===== src/rtl/alu_mc.sv =====
// -----------------------------------------------------------------------------
// alu_mc -- multi-cycle integer ALU with a valid/ready request port and a
// valid/ready result port.
//
// Logic, shift, rotate, add/sub/inc/dec, NOP and unknown opcodes finish on the
// accepting edge. MUL runs a one-bit-per-cycle shift-add over operand
// magnitudes. DIV/MOD run a one-bit-per-cycle restoring divider.
//
// Optional feature: define ALU_MC_DIV_EN to build the iterative divider. When
// it is not defined, DIV and MOD decode as unknown opcodes and div_zero is
// tied low.
//
// Latency is counted in rising clock edges, with the accepting edge as edge 1:
// single-cycle ops present out_valid after edge 1, MUL/DIV/MOD after edge
// WIDTH+1 (one edge to load, WIDTH iteration edges).
//
// Ports:
//   clk        rising-edge clock
//   reset      asynchronous, active-high reset
//   in_valid   request valid            in_ready   request can be accepted
//   opcode     5-bit operation code     data_a/b   signed operands
//   out_valid  result valid             out_ready  consumer takes result
//   result     registered result
//   overflow, error, div_zero  registered status flags, qualified by out_valid
//   dbg_state  current FSM state (IDLE=0, EXEC=1, DONE=2)
// -----------------------------------------------------------------------------
module alu_mc #(
  parameter int WIDTH = 32
) (
  input  logic             clk,
  input  logic             reset,
  input  logic             in_valid,
  output logic             in_ready,
  input  logic [4:0]       opcode,
  input  logic [WIDTH-1:0] data_a,
  input  logic [WIDTH-1:0] data_b,
  output logic             out_valid,
  input  logic             out_ready,
  output logic [WIDTH-1:0] result,
  output logic             overflow,
  output logic             error,
  output logic             div_zero,
  output logic [1:0]       dbg_state
);

  localparam int LW = $clog2(WIDTH);

  localparam logic [4:0] OP_NOP  = 5'd0;
  localparam logic [4:0] OP_NOT  = 5'd1;
  localparam logic [4:0] OP_AND  = 5'd2;
  localparam logic [4:0] OP_OR   = 5'd3;
  localparam logic [4:0] OP_XOR  = 5'd4;
  localparam logic [4:0] OP_NAND = 5'd5;
  localparam logic [4:0] OP_NOR  = 5'd6;
  localparam logic [4:0] OP_NXOR = 5'd7;
  localparam logic [4:0] OP_LSH  = 5'd8;
  localparam logic [4:0] OP_RSH  = 5'd9;
  localparam logic [4:0] OP_ALSH = 5'd10;
  localparam logic [4:0] OP_ARSH = 5'd11;
  localparam logic [4:0] OP_ROTL = 5'd12;
  localparam logic [4:0] OP_ROTR = 5'd13;
  localparam logic [4:0] OP_INC  = 5'd14;
  localparam logic [4:0] OP_DEC  = 5'd15;
  localparam logic [4:0] OP_ADD  = 5'd16;
  localparam logic [4:0] OP_SUB  = 5'd17;
  localparam logic [4:0] OP_MUL  = 5'd18;
`ifdef ALU_MC_DIV_EN
  localparam logic [4:0] OP_DIV  = 5'd19;
  localparam logic [4:0] OP_MOD  = 5'd20;
`endif

  localparam logic [1:0] IDLE = 2'd0;
  localparam logic [1:0] EXEC = 2'd1;
  localparam logic [1:0] DONE = 2'd2;

  // Handshakes: a request is taken on a rising edge where in_valid and
  // in_ready are both 1; a result is consumed on a rising edge where out_valid
  // and out_ready are both 1. in_ready and out_valid are registered and never
  // depend combinationally on in_valid or out_ready.

  logic [1:0]         state_q, state_d;
  logic               in_ready_q, in_ready_d;
  logic               out_valid_q, out_valid_d;
  logic [WIDTH-1:0]   result_q, result_d;
  logic               ovf_q, ovf_d;
  logic               err_q, err_d;
  logic [LW-1:0]      cnt_q, cnt_d;
  logic [2*WIDTH-1:0] acc_q, acc_d;
  logic [2*WIDTH-1:0] mcand_q, mcand_d;
  logic [WIDTH-1:0]   mplier_q, mplier_d;
  logic               neg_q, neg_d;

  // ---------------------------------------------------------------------------
  // Single-cycle datapath, driven straight from the request inputs
  // ---------------------------------------------------------------------------
  logic [LW-1:0]      sh;
  logic               sh_big;
  logic [2*WIDTH-1:0] rotl_w, rotr_w;
  logic [WIDTH-1:0]   sum_add, sum_sub, sum_inc, sum_dec;
  logic [WIDTH-1:0]   s_res;
  logic               s_ovf, s_err;

  assign sh      = data_b[LW-1:0];
  assign sh_big  = |data_b[WIDTH-1:LW];
  // Rotates by shifting a doubled copy; the amount is already modulo WIDTH.
  assign rotl_w  = {data_a, data_a} << sh;
  assign rotr_w  = {data_a, data_a} >> sh;
  assign sum_add = data_a + data_b;
  assign sum_sub = data_a - data_b;
  assign sum_inc = data_a + WIDTH'(1);
  assign sum_dec = data_a - WIDTH'(1);

  always_comb begin
    s_res = '0;
    s_ovf = 1'b0;
    s_err = 1'b0;
    case (opcode)
      OP_NOP:  s_res = result_q;
      OP_NOT:  s_res = ~data_a;
      OP_AND:  s_res = data_a & data_b;
      OP_OR:   s_res = data_a | data_b;
      OP_XOR:  s_res = data_a ^ data_b;
      OP_NAND: s_res = ~(data_a & data_b);
      OP_NOR:  s_res = ~(data_a | data_b);
      OP_NXOR: s_res = ~(data_a ^ data_b);
      OP_LSH, OP_ALSH: s_res = sh_big ? '0 : (data_a << sh);
      OP_RSH:  s_res = sh_big ? '0 : (data_a >> sh);
      OP_ARSH: s_res = sh_big ? {WIDTH{data_a[WIDTH-1]}}
                              : $unsigned($signed(data_a) >>> sh);
      OP_ROTL: s_res = rotl_w[2*WIDTH-1:WIDTH];
      OP_ROTR: s_res = rotr_w[WIDTH-1:0];
      OP_INC: begin
        s_res = sum_inc;
        s_ovf = ~data_a[WIDTH-1] & sum_inc[WIDTH-1];
      end
      OP_DEC: begin
        s_res = sum_dec;
        s_ovf = data_a[WIDTH-1] & ~sum_dec[WIDTH-1];
      end
      OP_ADD: begin
        s_res = sum_add;
        s_ovf = (data_a[WIDTH-1] == data_b[WIDTH-1]) &&
                (sum_add[WIDTH-1] != data_a[WIDTH-1]);
      end
      OP_SUB: begin
        s_res = sum_sub;
        s_ovf = (data_a[WIDTH-1] != data_b[WIDTH-1]) &&
                (sum_sub[WIDTH-1] != data_a[WIDTH-1]);
      end
`ifdef ALU_MC_DIV_EN
      // Only reached with data_b == 0; non-zero divisors take the EXEC path.
      OP_DIV: begin
        s_res = '1;
        s_err = 1'b1;
      end
      OP_MOD: begin
        s_res = data_a;
        s_err = 1'b1;
      end
`endif
      default: s_err = 1'b1;
    endcase
  end

  // ---------------------------------------------------------------------------
  // Iterative datapath. Both MUL and DIV work on operand magnitudes and apply
  // the sign at the end; |most negative| = 2^(WIDTH-1) still fits unsigned.
  // ---------------------------------------------------------------------------
  logic [WIDTH-1:0]   a_mag, b_mag;
  logic [2*WIDTH-1:0] mul_acc_nx, mul_prod;
  logic               start_mul, start_div, cnt_last;

  assign a_mag      = data_a[WIDTH-1] ? -data_a : data_a;
  assign b_mag      = data_b[WIDTH-1] ? -data_b : data_b;
  assign mul_acc_nx = acc_q + (mplier_q[0] ? mcand_q : '0);
  assign mul_prod   = neg_q ? -mul_acc_nx : mul_acc_nx;
  assign start_mul  = (opcode == OP_MUL);
  assign cnt_last   = (cnt_q == LW'(WIDTH - 1));

`ifdef ALU_MC_DIV_EN
  logic             div_zero_q, div_zero_d;
  logic             is_div_q, is_div_d;
  logic             is_mod_q, is_mod_d;
  logic             ovf_pend_q, ovf_pend_d;
  logic [WIDTH:0]   rem_sh, rem_diff;
  logic             q_bit;
  logic [WIDTH-1:0] rem_nx, quo_nx, div_val;

  assign start_div = ((opcode == OP_DIV) || (opcode == OP_MOD)) &&
                     (data_b != '0);
  // Restoring step: the dividend shifts out of mplier_q's top while quotient
  // bits shift into its bottom; acc_q holds the partial remainder and
  // mcand_q the divisor.
  assign rem_sh    = {acc_q[WIDTH-1:0], mplier_q[WIDTH-1]};
  assign rem_diff  = rem_sh - {1'b0, mcand_q[WIDTH-1:0]};
  assign q_bit     = ~rem_diff[WIDTH];
  assign rem_nx    = q_bit ? rem_diff[WIDTH-1:0] : rem_sh[WIDTH-1:0];
  assign quo_nx    = {mplier_q[WIDTH-2:0], q_bit};
  assign div_val   = is_mod_q ? rem_nx : quo_nx;
`else
  assign start_div = 1'b0;
`endif

  // ---------------------------------------------------------------------------
  // FSM and register next-state
  // ---------------------------------------------------------------------------
  always_comb begin
    state_d  = state_q;
    result_d = result_q;
    ovf_d    = ovf_q;
    err_d    = err_q;
    cnt_d    = cnt_q;
    acc_d    = acc_q;
    mcand_d  = mcand_q;
    mplier_d = mplier_q;
    neg_d    = neg_q;
`ifdef ALU_MC_DIV_EN
    div_zero_d = div_zero_q;
    is_div_d   = is_div_q;
    is_mod_d   = is_mod_q;
    ovf_pend_d = ovf_pend_q;
`endif
    case (state_q)
      IDLE: begin
        if (in_valid && in_ready_q) begin
          cnt_d = '0;
          acc_d = '0;
          if (start_mul) begin
            state_d  = EXEC;
            mcand_d  = {{WIDTH{1'b0}}, a_mag};
            mplier_d = b_mag;
            neg_d    = data_a[WIDTH-1] ^ data_b[WIDTH-1];
`ifdef ALU_MC_DIV_EN
            is_div_d = 1'b0;
`endif
          end
`ifdef ALU_MC_DIV_EN
          else if (start_div) begin
            state_d    = EXEC;
            is_div_d   = 1'b1;
            is_mod_d   = (opcode == OP_MOD);
            mcand_d    = {{WIDTH{1'b0}}, b_mag};
            mplier_d   = a_mag;
            // Remainder takes the dividend's sign; quotient the sign product.
            neg_d      = (opcode == OP_MOD) ? data_a[WIDTH-1]
                                            : data_a[WIDTH-1] ^ data_b[WIDTH-1];
            // MIN / -1: the magnitude quotient 2^(WIDTH-1) already reads back
            // as MIN, only the flag needs raising.
            ovf_pend_d = (opcode == OP_DIV) &&
                         (data_a == {1'b1, {(WIDTH-1){1'b0}}}) &&
                         (data_b == '1);
          end
`endif
          else begin
            state_d  = DONE;
            result_d = s_res;
            ovf_d    = s_ovf;
            err_d    = s_err;
`ifdef ALU_MC_DIV_EN
            div_zero_d = (opcode == OP_DIV) || (opcode == OP_MOD);
`endif
          end
        end
      end
      EXEC: begin
        cnt_d = cnt_q + LW'(1);
`ifdef ALU_MC_DIV_EN
        if (is_div_q) begin
          acc_d    = {{WIDTH{1'b0}}, rem_nx};
          mplier_d = quo_nx;
          if (cnt_last) begin
            state_d    = DONE;
            result_d   = neg_q ? -div_val : div_val;
            ovf_d      = ovf_pend_q;
            err_d      = 1'b0;
            div_zero_d = 1'b0;
          end
        end else
`endif
        begin
          acc_d    = mul_acc_nx;
          mcand_d  = mcand_q << 1;
          mplier_d = mplier_q >> 1;
          if (cnt_last) begin
            state_d  = DONE;
            result_d = mul_prod[WIDTH-1:0];
            ovf_d    = mul_prod[2*WIDTH-1:WIDTH] != {WIDTH{mul_prod[WIDTH-1]}};
            err_d    = 1'b0;
`ifdef ALU_MC_DIV_EN
            div_zero_d = 1'b0;
`endif
          end
        end
      end
      DONE: begin
        if (out_ready) state_d = IDLE;
      end
      default: state_d = IDLE;
    endcase
    // Registered handshake outputs follow the next state, so in_ready stays
    // low during reset and rises on the first edge after it is released.
    in_ready_d  = (state_d == IDLE);
    out_valid_d = (state_d == DONE);
  end

  always_ff @(posedge clk or posedge reset) begin
    if (reset) begin
      state_q     <= IDLE;
      in_ready_q  <= 1'b0;
      out_valid_q <= 1'b0;
      result_q    <= '0;
      ovf_q       <= 1'b0;
      err_q       <= 1'b0;
      cnt_q       <= '0;
      acc_q       <= '0;
      mcand_q     <= '0;
      mplier_q    <= '0;
      neg_q       <= 1'b0;
    end else begin
      state_q     <= state_d;
      in_ready_q  <= in_ready_d;
      out_valid_q <= out_valid_d;
      result_q    <= result_d;
      ovf_q       <= ovf_d;
      err_q       <= err_d;
      cnt_q       <= cnt_d;
      acc_q       <= acc_d;
      mcand_q     <= mcand_d;
      mplier_q    <= mplier_d;
      neg_q       <= neg_d;
    end
  end

`ifdef ALU_MC_DIV_EN
  always_ff @(posedge clk or posedge reset) begin
    if (reset) begin
      div_zero_q <= 1'b0;
      is_div_q   <= 1'b0;
      is_mod_q   <= 1'b0;
      ovf_pend_q <= 1'b0;
    end else begin
      div_zero_q <= div_zero_d;
      is_div_q   <= is_div_d;
      is_mod_q   <= is_mod_d;
      ovf_pend_q <= ovf_pend_d;
    end
  end
  assign div_zero = div_zero_q;
`else
  assign div_zero = 1'b0;
`endif

  assign in_ready  = in_ready_q;
  assign out_valid = out_valid_q;
  assign result    = result_q;
  assign overflow  = ovf_q;
  assign error     = err_q;
  assign dbg_state = state_q;

endmodule


===== config.mk =====
export PLATFORM = sky130hd
export DESIGN_NAME = alu_mc
export DESIGN_NICKNAME = d
export VERILOG_FILES = /design/src/rtl/alu_mc.sv
export SDC_FILE = /design/constraint.sdc
export NUM_CORES = 2
export LEC_CHECK = 0
export CAP_MARGIN = 20
export CORE_MARGIN = 8
export CORE_UTILIZATION = 40
export CTS_CLUSTER_DIAMETER = 60
export DETAILED_ROUTE_END_ITERATION = 6
export PLACE_DENSITY = 0.58
export SETUP_SLACK_MARGIN = 0.2
export SLEW_MARGIN = 30
export SYNTH_ARGS = -nofsm -noshare
export SYNTH_HDL_FRONTEND = slang
export SYNTH_SLANG_ARGS = --single-unit

===== constraint.sdc =====
create_clock -name clk -period 6.2 [get_ports clk]
set_input_delay 0.62 -clock clk [delete_from_list [all_inputs] [get_ports clk]]
set_output_delay 0.62 -clock clk [all_outputs]
set_load 0.01 [all_outputs]

# [Word level (Yosys, flattened, before mapping)]
# Cells that the tools add are included.
# W data, S select, Z words.
[classes] reduce_logical=15 mul=0 bitwise=12 magnitude_cmp=0 n_eq_ne=32 mux=37 addsub=9 n_shift=5 div=0
[op_table] operator="$pmux W32 S17" n=1
[op_table] operator="$mux W32" n=10
[op_table] operator="$mux W64" n=5
[op_table] operator="$pmux W64 S2" n=2
[op_table] operator="$not A32 Y32" n=4
[op_table] operator="$pmux W32 S2" n=2
[op_table] operator="$add A64 B64 Y64" n=1
[op_table] operator="$neg A32 Y32" n=2
[op_table] operator="$neg A64 Y64" n=1
[op_table] operator="$shl A64 B5 Y64" n=1
[op_table] operator="$shr A64 B5 Y32" n=1
[op_table] operator="$eq A5 B4 Y1 const B" n=8
[op_table] operator="$add A32 B1 Y32 const B" n=1
[op_table] operator="$add A32 B32 Y32" n=1
[op_table] operator="$and A32 B32 Y32" n=1
[op_table] operator="$ne A32 B32 Y1" n=1
[op_table] operator="$or A32 B32 Y32" n=1
[op_table] operator="$shl A32 B5 Y32" n=1
[op_table] operator="$shr A32 B5 Y32" n=1
[op_table] operator="$sshr A32 B5 Y32" n=1
[op_table] operator="$sub A32 B1 Y32 const B" n=1
[op_table] operator="$sub A32 B32 Y32" n=1
[op_table] operator="$xor A32 B32 Y32" n=1
[op_table] operator="$reduce_or A27 Y1" n=1
[op_table] operator="30 further kinds" n=60
[word_totals] reg_bits=204 ram_bits=0 output_inout_bits=39 wordCells=121 latchBits=0 memories=0 rom_bits=0

# [Logic depth before layout (Yosys ltp)]
[logic_depth] depth_word=7 ltp_mapped=23

# [Worst setup path before layout]
# Ideal clock, no wire load.
[synth_timing] kind="reg2reg" startpoint="register mplier_q[0]" endpoint="register ovf_q (netlist: overflow)" synth_period_minus_slack_ns=5.973 setup_slack_ns=0.227 n_path_buf=3 arrival_ns=5.846 setup_time_ns=0.127 required_time_ns=6.073 path_stages_with_launch=24 cell_sequence="dfrtp_1 -> clkbuf_1 -> clkbuf_1 -> and2_1 -> ha_1 -> inv_1 -> fa_1 -> nand2b_1 -> a21oi_2 -> nand2_1 -> a221o_1 -> or4_4 -> nand4b_4 -> nor3_2 -> nand4_1 -> or4_1 -> buf_2 -> o41ai_2 -> xor2_1 -> nor4_1 -> o32ai_1 -> or4b_1 -> nor4_1 -> nor3_1"
[synth_via] elab_chain_cells=7
[synth_rtl] item="start: declaration" line="90" source="logic [WIDTH-1:0] mplier_q, mplier_d;"
[synth_rtl] item="start signal: assignment" line="329" source="mplier_q <= mplier_d;"
[synth_rtl] item="$mux W64 (*)" line="175" source="assign mul_acc_nx = acc_q + (mplier_q[0] ? mcand_q : '0);"
[synth_rtl] item="$add A64 B64 Y64 (*)" line="175"
[synth_rtl] item="$neg A64 Y64" line="176" source="assign mul_prod = neg_q ? -mul_acc_nx : mul_acc_nx;"
[synth_rtl] item="$mux W64 (*)" line="176"
[synth_rtl] item="$ne A32 B32 Y1 (*)" line="287" source="ovf_d = mul_prod[2*WIDTH-1:WIDTH] != {WIDTH{mul_prod[WIDTH-1]}};"
[synth_rtl] item="$mux W1 (*)" line="284" source="if (cnt_last) begin"
[synth_rtl] item="$pmux W1 S2 (*)" line="223" source="case (state_q)"
[synth_rtl] item="end signal: assignment" line="324" source="ovf_q <= ovf_d;"
[synth_rtl] item="end: declaration" line="85" source="logic ovf_q, ovf_d;"
# Every way passes the cells marked *; elsewhere a longest branch is shown, timed or not. The select of a mux whose other input is x is not followed.
# A chain may end at the register's enable or synchronous reset.

# [Worst setup path after layout]
# Ends and elaborated chain as after synthesis.

==> results.yml <==
routing:
  drtIter0Drc: 3490
  viasPerCell: 6.383
  via_count: 30870
  routedWlPerCell_um: 26.22
  wirelength_um: 126800
  firstDrtPassIters: 7
  ant_nets: 0
  drc: 0
synth:
  yosys.area_share.simple_pct: 23.30
  synthTopCellsByArea: "dfrtp_1 19%, ha_1 7.7%, nor2_1 6.7%"
  synth.top_cell.area_share_pct: 18.81
  synth_top_flop_cell: "dfrtp_1"
  yosysMostFrequentCell: "nor2_1"
  synth_top_family_by_area: "compound AO/OA/AOI/OAI gates"
  synthTopCellsByCount: "483 x nor2_1, 392 x nand2_1, 336 x a21oi_1"
  syn_inst: 3835
  synth_top_cell_by_area: "dfrtp_1"
  post_synth.cell_area_avg_um2: 7.076
  synth_compound_area_share_pct: 31.46
  synthArstFlopShare_pct: 100.0
  yosys.area_share.adder_pct: 7.921
  synth-xor-area-share_pct: 6.358
  synth_area_mm2: 0.02714
  synth-edff-count: 0
  synth_nets: 4078
  synth-seq-cells: 204
  ys_seq_area_share_pct: 18.81
  yosysWarnings: 0
  synth_cell_type_count: 103
  synthMuxAreaShare_pct: 6.321
setup_path:
  max_stage_delay_ps: 650
  rr_worst_depth: 20
  criticalPathCategory: "flop to flop"
  critPathRequiredTime_ps: 6650
  worstPathCellList: "buf_12 -> and2_1 -> ha_1 -> a2111oi_0 -> o21a_1 -> or2_1 -> a21boi_2 -> or4_1 -> a31o_2 -> a211oi_2 -> buf_4 -> nand4_2 -> or4_4 -> or2_2 -> o31ai_1 -> xor2_1 -> mux2i_1 -> o2111ai_1 -> nor4_2 -> nor3_1"
  end_kind: "flop"
  arrival_ps: 6230
  worst-path-stages: 20
  reg2reg_slack_ps: 420
  cp-start-kind: "flop"
  cp_max_fo: 39
  critPathTopFamily: "simple AND/OR/NAND/NOR gates"
  slowest_stage: "or4_4"
  critPathBufInv: 2
grt:
  grt_max_degree: 88
  overflow: 0
  grt_usage_pct: 31.57
  grt_antenna_before_repair: 9
  grt_first_pass_wirelength_um: 189100
  grt_pass1_vias: 29160
clock_tree:
  worst_skew_pair.late_latency_ps: 580
  clock-sinks: 204
  cts-buffers-inserted: 34
  cts.path.max_buffers: 3
  cts_max_level: 2
  cts_tree: "built"
  clock-root-buffer: "clkbuf_16"
  path_clk_slew_ps: 60
floorplan:
  coreArea_mm2: 0.06716
  rows: 95
  pin_count: 112
  die_area_mm2: 0.07643
  start_util_pct: 40.41
  die_y_um: 276.5
  fp.dieW_um: 276.5
timing:
  post-route-period-util_pct: 93.26
  hold_viol: 0
  rsz0062_at_grt: "no"
  relSlewSlack_pct: 31.93
  worst_pin_slew_ps: 1010
  setup_viol: 0
  fin_tns_setup_ps: 0
  period_needed_ps: 5782
  final_max_slew_viol_count: 0
  fin_skew_ps: 21.11
  setup_ws_ps: 418.2
  max_freq_ghz: 0.1730
  whs_ps: 485.0
layout:
  syn2layout_area_growth_pct: 16.01
  final_nets: 4178
  drive_gt1_share_pct: 10.66
  final_area_mm2: 0.03148
  fillers: 6896
power_and_ir_drop:
  switching_share_pct: 46.80
  power_switching_mw: 4.787
  p_clk_share_pct: 19.5
  p_int_mw: 5.442
  seq_power_share_pct: 21.3
  pwr-share-comb_pct: 59.2
  ir_worst_vdd_uv: 201.2
  power.density_mw_per_mm2: 324.9
  p_leak_nw: 13.45
place:
  place_area_mm2: 0.03001
  port_buffers: 110
  dp_slack_ps: 69.53
  dp_hpwl_um: 96820
  routabilityCongestion: 1.057
run_status:
  status: "complete, no violations"
min_path:
  hold_depth: 2
  hold_class: "flop to flop"
run:
  cap_viol_max_count: 0
## final timing paths
kind / startpoint / endpoint
max: mplier_q[0]$_DFFE_PP0P_ / overflow$_DFFE_PP0P_
min: acc_q[45]$_DFFE_PP0P_ / acc_q[45]$_DFFE_PP0P_
max reg2reg: mplier_q[0]$_DFFE_PP0P_ / overflow$_DFFE_PP0P_
min reg2reg: acc_q[45]$_DFFE_PP0P_ / acc_q[45]$_DFFE_PP0P_
max in group asynchronous: reset / neg_q$_DFFE_PP0P_
min in group asynchronous: reset / result[30]$_DFFE_PP0P_
## worst reg2reg max path: stages, from the launching register on
cell	delay [ps]
dfrtp_2	420
buf_12	180
and2_1	180
ha_1	340
a2111oi_0	410
o21a_1	210
or2_1	170
a21boi_2	130
or4_1	500
a31o_2	290
a211oi_2	230
buf_4	170
nand4_2	190
or4_4	650
or2_2	340
o31ai_1	270
xor2_1	240
mux2i_1	240
o2111ai_1	150
nor4_2	310
nor3_1	70
## metrics by stage
| stage | instances | power, mW | util (%) |
|---|---|---|---|
| 4_1_cts | 4825 | 10.02 | 46.46 |
| 3_5_place_dp | 4763 | 7.949 | 44.69 |
| 5_1_grt | 4833 | 10.90 | 46.87 |
| 3_3_place_gp | 4763 | 7.946 | 44.69 |
| 6_report | 4836 | 10.23 | 46.88 |
| 2_1_floorplan | 3835 | 5.878 | - |
## cell families (layout without fill, tap and decap cells)
kind of cell / Yosys count / count (layout)
AOI/OAI and AO/OA: 1321 / 1321
xor gates and xnor gates: 197 / 197
adders and majority gates: 170 / 170
buffers and inverters: 411 / 536
DFF: 204 / 204
muxes: 166 / 166
other: 1 / 4
and+or+nand+nor: 1365 / 1365
## layer usage
metal,share of wire (%),global-route usage (%)
met5,0.048,0
met3,8.4,5.980
met1,41,40.26
met4,6.5,17.51
met2,44,49.92
## layout by cell type, fill, tap and decap left out, drive strengths merged, types with 23 or more instances in the layout
master / instances
nor3: 82
mux2i: 141
a22o: 43
xor2: 40
mux2: 23
nor2: 483
a21o: 57
and2: 90
a22oi: 31
dfrtp: 204
clkdlybuf4s50: 102
o22ai: 90
or3: 42
nand3: 85
o211ai: 49
nand4: 39
o31ai: 44
clkbuf: 46
o21ai: 324
a21oi: 342
xnor2: 157
nand2b: 28
a221oi: 33
or2: 23
inv: 118
ha: 167
a211oi: 47
o21bai: 30
a31oi: 31
nand2: 392
buf: 249
## what timing repair did
| item | in CTS | in global routing |
|---|---|---|
| pin swaps | 1 | 12 |
| setup endpoints to repair | 1 | 1 |
| buffers inserted | 1 | 7 |
| hold buffers | 0 | 0 |
| resized for setup | 5 | 33 |
| cloned | 0 | 0 |
## area by class of cell
cell class	instances	area [µm²]	area share, %
repair buffers	351	2929	9.304
clock inverters	15	244.0	0.7750
clock buffers	46	915.9	2.909
well taps	873	1092	3.470
diodes	3	7.507	0.02385
multi-input cells	3220	20720	65.80
inverters	124	469.2	1.490
flip-flops and latches	204	5107	16.22
## state kept, by name (all words and copies together), names as in the netlist
| register | count |
|---|---|
| cnt_q | 5 |
| acc_q | 64 |
| error | 1 |
| result | 32 |
| dbg_state | 2 |
| mcand_q | 64 |
| mplier_q | 32 |
| neg_q | 1 |
| overflow | 1 |
| in_ready | 1 |
| out_valid | 1 |
## power groups by stage
stage               clock (mW)  combinational, mW  sequential (mW)
global route              2.09               6.57             2.23
CTS                       2.05               5.79             2.18
finish                    2.00               6.05             2.18
floorplan                    0               3.77             2.10
global placement             0               5.75             2.19
detailed placement           0               5.76             2.19
No activity file was read; power rests on OpenSTA's default activity.
